--- config.mk ---
export PLATFORM = sky130hd
export DESIGN_NAME = uart_rx_core
export DESIGN_NICKNAME = d
export VERILOG_FILES = /design/src/rtl/uart_rx_core.sv
export SDC_FILE = /design/constraint.sdc
export NUM_CORES = 1
export LEC_CHECK = 0
export CAP_MARGIN = 20
export CORE_MARGIN = 2
export CORE_UTILIZATION = 60
export CTS_CLUSTER_SIZE = 30
export DETAILED_ROUTE_END_ITERATION = 10
export GPL_TIMING_DRIVEN = 1
export PLACE_DENSITY = 0.86
export SLEW_MARGIN = 40
export SYNTH_ARGS = -nofsm -noshare
export SYNTH_HDL_FRONTEND = slang
export SYNTH_SLANG_ARGS = --single-unit
--- constraint.sdc ---
create_clock -name clk -period 2.48 [get_ports clk]
set_input_delay 0.372 -clock clk [delete_from_list [all_inputs] [get_ports clk]]
set_output_delay 0.372 -clock clk [all_outputs]
set_load 0.02 [all_outputs]
--- src/rtl/uart_rx_core.sv ---
`default_nettype none
// ============================================================================
// Module      : uart_rx_core
// Description : Oversampling 8N1 UART receiver with a one-cycle valid strobe.
//               Define UART_RX_PARITY_EN to receive 8E1 frames and add the
//               parity_err output.
// Revision    : 1.0 - initial release
// ============================================================================
module uart_rx_core #(
    parameter int SYS_CLK_RATE = 160,
    parameter int BAUD_RATE    = 1,
    parameter int OVERSAMPLE   = 16
) (
    input  logic       clk,
    input  logic       rst,
    input  logic       rx,
    output logic [7:0] rx_reg,
    output logic       rx_valid,
    output logic       rx_busy,
`ifdef UART_RX_PARITY_EN
    output logic       parity_err,
`endif
    output logic       frame_err
);

    localparam int c_DIV   = SYS_CLK_RATE / (BAUD_RATE * OVERSAMPLE);
    localparam int c_DIV_W = (c_DIV > 1) ? $clog2(c_DIV) : 1;
    localparam int c_SC_W  = $clog2(OVERSAMPLE);

    localparam logic [c_DIV_W-1:0] c_DIV_LAST = c_DIV_W'(c_DIV - 1);
    localparam logic [c_SC_W-1:0]  c_SC_MID   = c_SC_W'(OVERSAMPLE / 2 - 1);
    localparam logic [c_SC_W-1:0]  c_SC_LAST  = c_SC_W'(OVERSAMPLE - 1);

    typedef enum logic [2:0] {
        ST_IDLE   = 3'd0,
        ST_START  = 3'd1,
        ST_DATA   = 3'd2,
        ST_STOP   = 3'd3,
`ifdef UART_RX_PARITY_EN
        ST_PARITY = 3'd5,
`endif
        ST_BREAK  = 3'd4
    } state_t;

    logic               sync1_q, sync2_q, prev_q, armed_q, armed_d;
    logic [1:0]         fill_q, fill_d;
    logic [c_DIV_W-1:0] div_q, div_d;
    logic [c_SC_W-1:0]  sc_q, sc_d;
    logic [2:0]         bc_q, bc_d;
    logic [7:0]         shift_q, shift_d, rx_reg_q, rx_reg_d;
    logic               valid_q, valid_d, busy_q, busy_d, ferr_q, ferr_d;
    state_t             state_q, state_d;
    logic               rxs, tick, sample, start_det;
`ifdef UART_RX_PARITY_EN
    logic               perr_q, perr_d, par_bad_q, par_bad_d;
`endif

    always_comb begin
        rxs       = sync2_q;
        tick      = (div_q == c_DIV_LAST);
        sample    = tick && (sc_q == ((state_q == ST_START) ? c_SC_MID : c_SC_LAST));
        // Start is ignored until the synchronizer has shown a real idle-high
        // line since reset, so a line held low through reset is not a start.
        start_det = armed_q & prev_q & ~rxs;
        fill_d    = {fill_q[0], 1'b1};
        armed_d   = armed_q | (fill_q[1] & rxs);
        div_d     = tick ? '0 : div_q + 1'b1;
        sc_d      = sc_q;
        if (tick) begin
            sc_d = sample ? '0 : sc_q + 1'b1;
        end
        state_d   = state_q;
        bc_d      = bc_q;
        shift_d   = shift_q;
        rx_reg_d  = rx_reg_q;
        busy_d    = busy_q;
        valid_d   = 1'b0;
        ferr_d    = 1'b0;
`ifdef UART_RX_PARITY_EN
        perr_d    = 1'b0;
        par_bad_d = par_bad_q;
`endif
        case (state_q)
            ST_IDLE: begin
                if (start_det) begin
                    state_d = ST_START;
                    div_d   = '0;
                    sc_d    = '0;
                    busy_d  = 1'b1;
                end
            end
            ST_START: begin
                if (sample) begin
                    if (!rxs) begin
                        state_d = ST_DATA;
                        bc_d    = 3'd0;
                    end else begin
                        state_d = ST_IDLE;
                        busy_d  = 1'b0;
                    end
                end
            end
            ST_DATA: begin
                if (sample) begin
                    shift_d = {rxs, shift_q[7:1]};
                    bc_d    = bc_q + 3'd1;
                    if (bc_q == 3'd7) begin
`ifdef UART_RX_PARITY_EN
                        state_d = ST_PARITY;
`else
                        state_d = ST_STOP;
`endif
                    end
                end
            end
`ifdef UART_RX_PARITY_EN
            ST_PARITY: begin
                if (sample) begin
                    par_bad_d = (^shift_q) ^ rxs;
                    state_d   = ST_STOP;
                end
            end
`endif
            ST_STOP: begin
                if (sample) begin
                    if (rxs) begin
                        state_d = ST_IDLE;
                        busy_d  = 1'b0;
`ifdef UART_RX_PARITY_EN
                        if (par_bad_q) begin
                            perr_d = 1'b1;
                        end else begin
                            valid_d  = 1'b1;
                            rx_reg_d = shift_q;
                        end
`else
                        valid_d  = 1'b1;
                        rx_reg_d = shift_q;
`endif
                    end else begin
                        ferr_d  = 1'b1;
                        state_d = ST_BREAK;
                    end
                end
            end
            ST_BREAK: begin
                if (rxs) begin
                    state_d = ST_IDLE;
                    busy_d  = 1'b0;
                end
            end
            default: begin
                state_d = ST_IDLE;
                busy_d  = 1'b0;
            end
        endcase
    end

    always_ff @(posedge clk or negedge rst) begin
        if (!rst) begin
            sync1_q   <= 1'b1;
            sync2_q   <= 1'b1;
            prev_q    <= 1'b1;
            fill_q    <= 2'b00;
            armed_q   <= 1'b0;
            div_q     <= '0;
            sc_q      <= '0;
            bc_q      <= 3'd0;
            shift_q   <= 8'h00;
            rx_reg_q  <= 8'h00;
            valid_q   <= 1'b0;
            busy_q    <= 1'b0;
            ferr_q    <= 1'b0;
            state_q   <= ST_IDLE;
`ifdef UART_RX_PARITY_EN
            perr_q    <= 1'b0;
            par_bad_q <= 1'b0;
`endif
        end else begin
            sync1_q   <= rx;
            sync2_q   <= sync1_q;
            prev_q    <= rxs;
            fill_q    <= fill_d;
            armed_q   <= armed_d;
            div_q     <= div_d;
            sc_q      <= sc_d;
            bc_q      <= bc_d;
            shift_q   <= shift_d;
            rx_reg_q  <= rx_reg_d;
            valid_q   <= valid_d;
            busy_q    <= busy_d;
            ferr_q    <= ferr_d;
            state_q   <= state_d;
`ifdef UART_RX_PARITY_EN
            perr_q    <= perr_d;
            par_bad_q <= par_bad_d;
`endif
        end
    end

    assign rx_reg    = rx_reg_q;
    assign rx_valid  = valid_q;
    assign rx_busy   = busy_q;
    assign frame_err = ferr_q;
`ifdef UART_RX_PARITY_EN
    assign parity_err = perr_q;
`endif

endmodule
`default_nettype wire
==> flow_summary.toml <==
[critical_path]
path_class = "reg2reg"
crit_path_cell_trace = "and3b_1 -> nand2_1 -> nor2_4 -> mux2_2"
slowest_stage = "dfrtp_1"
rr_startpoint = "state_q[1]$_DFFE_PN0P_"
worstSetupStartpoint = "state_q[1]$_DFFE_PN0P_"
start_kind = "flip-flop"
cp-end-kind = "flip-flop"
crit_family = "simple AND/OR/NAND/NOR gates"
required_ns = 2.72
path_max_fanout = 12
crit_buf_inv = 0
slowest_delay_ns = 0.63
arrival_ns = 2.01

[route]
routed_via_density = 6.07
vias = 1135
ant_nets = 0
routed_wl_um = 2970
wl_per_cell_um = 15.9
dr.pass1.iters = 4
drt_iter0_drc = 51
drc_errors = 0

[timing]
fin_skew_ns = 0.0203
tns_ns = 0
hold_ws_ns = 0.362
hold_viol = 0
max_freq_ghz = 0.565
rsz0062_at_grt = "no"
fin_crit_sh_pct = 71.4
fin_crit_ns = 1.77
worst_slew_pin_slew_ns = 0.579
slew_viol_final = 0
max-slew-margin-rel_pct = 61.1
setup_violations = 0

[logic_synthesis]
synth_seq_cells = 39
ys_top_cells_by_area = "dfrtp_1 (51%), mux2_2 (6.4%), dfstp_2 (4.5%)"
yosysTopAreaCell = "dfrtp_1"
ys.flop_type = "dfrtp_1"
synth-seq-area-share_pct = 55.3
syn_nets = 147
syn_avg_cell_area_um2 = 12.6
yosys.area.top_type_share_pct = 50.9
yosysMostFrequentCell = "dfrtp_1"
synthDistinctLibCells = 45
syn_inst = 141
synthTopCellsByCount = "dfrtp_1 (36), nand2_1 (11), mux2_2 (10), nor2_1 (9), inv_1 (8)"
synthArstFlopShare_pct = 100
mappedNetlistArea_um2 = 1770
synth_warnings = 0
synth_edf_count = 0

[grt]
grt_pass1_wl_um = 5300
grt_usage_pct = 20.9
antenna_found_initial = 0
grt_pass1_vias = 1118
grt_max_degree = 40
overflow = 0

[final_layout]
stdcell_area_um2 = 1940
drive_above_1_share_pct = 21.2
syn_to_final_growth_pct = 9.47
fin_cells = 187
n_fill_cell = 202
nNetsFinal = 161
num_antenna_cells = 0

[place]
dp.cells = 178
dpl-instance-area_um2 = 1870
gp_congestion = 0.831
dp_hpwl_um = 2030
io_buffers = 13

[worst_hold_path]
min_from = "sync1_q$_DFF_PN1_"
hold_class = "reg2reg"

[power_and_ir_drop]
ir_drop_v = 0.000602
p_leak_nw = 0.879
power_mw = 1.33
p_per_area_nw_per_um2 = 689

[floorplan]
die_area_um2 = 3400
fp.dieH_um = 58.3
core.rowCount = 19
io_pins = 14
die_w_um = 58.3
core_region_area_um2 = 2780
initial_core_util_pct = 63.7

[job]
maxCapViolCount = 0

[clocking]
root_buffer = "clkbuf_4"
numCtsBuffers = 5
ctsHtreeMaxLevel = 2
clk_path_buf_depth = 2
cts.sink_count = 39
path_clk_slew_ns = 0.13
clk_latency_ns = 0.36
cts_tree = "done"

[outcome]
status = "finished clean"
-- through the flow --
step	utilization [%]	setup slack, ns
finish	69.7	0.710
CTS	69.2	0.717
global placement	67.3	0.776
global route	69.7	0.622
floorplan	-	0.982
detailed placement	67.3	0.732
-- report_power, final --
part | switching (mW) | internal, mW | total [mW]
clock network | 0.213 | 0.109 | 0.322
registers | 0.0843 | 0.699 | 0.783
logic | 0.124 | 0.106 | 0.230
total | 0.421 | 0.914 | 1.33
-- worst paths after layout --
kind                                              end  slack (ns)  cells after the start
min in group asynchronous           armed_q$_DFF_PN0_        0.50                      2
max in group asynchronous            prev_q$_DFF_PN1_        1.61                      2
worst max register to register  rx_reg[4]$_DFFE_PN0P_        0.71                      4
worst max-delay path            rx_reg[4]$_DFFE_PN0P_        0.71                      4
worst min register to register          rxs$_DFF_PN1_        0.36                      0
worst min-delay path                    rxs$_DFF_PN1_        0.36                      0
-- placed cells by master, fill, tap and decap left out, drive strengths merged, types with 2 or more instances in the layout --
cell type,n
a31oi,2
clkbuf,6
mux2i,2
clkdlybuf4s50,12
nor3,3
ha,3
mux2,15
nor2,11
xor2,3
inv,8
dfrtp,36
dfstp,3
nand2,11
nand3b,3
nand4,2
a21oi,5
o22ai,2
o21ai,3
-- final cells by class --
cell class              instances  area [um^2]  share of cell area (%)
clock buffers                   6         41.3                    2.13
clock inverters                 2         12.5                   0.646
inverters                       8         30.0                    1.55
multi-input cells              87          698                    36.0
flip-flops and latches         39          980                    50.5
well taps                      31         38.8                    2.00
repair buffers                 14          138                    7.10
-- metal layers --
layer	vias up	global-route usage (%)	share of wire, %
met2	36	32.3	49
met5	-	0	0
met1	563	27.8	44
li1	524	-	-
met3	12	4.62	4.5
met4	0	10.6	2.6
-- repair_timing --
item,CTS,global route
hold buffers,0,1
endpoints found under the hold margin,0,7
setup endpoints to repair,0,0
resized for setup,0,0
setup buffers,0,0
-- kinds of logic (layout without fill, tap and decap cells) --
family / after synthesis / after routing / share of synthesized area [%]
flops: 39 / 39 / 55.3
mux: 17 / 17 / 11.7
buf+inv: 15 / 30 / 5.23
other cells: 1 / 1 / 0.212
compound gates: 20 / 20 / 7.77
fa+ha+maj: 3 / 3 / 2.12
xor+xnor: 4 / 4 / 1.98
simple gates: 42 / 42 / 15.6
Note: power is estimated with default switching activity, not from simulation.
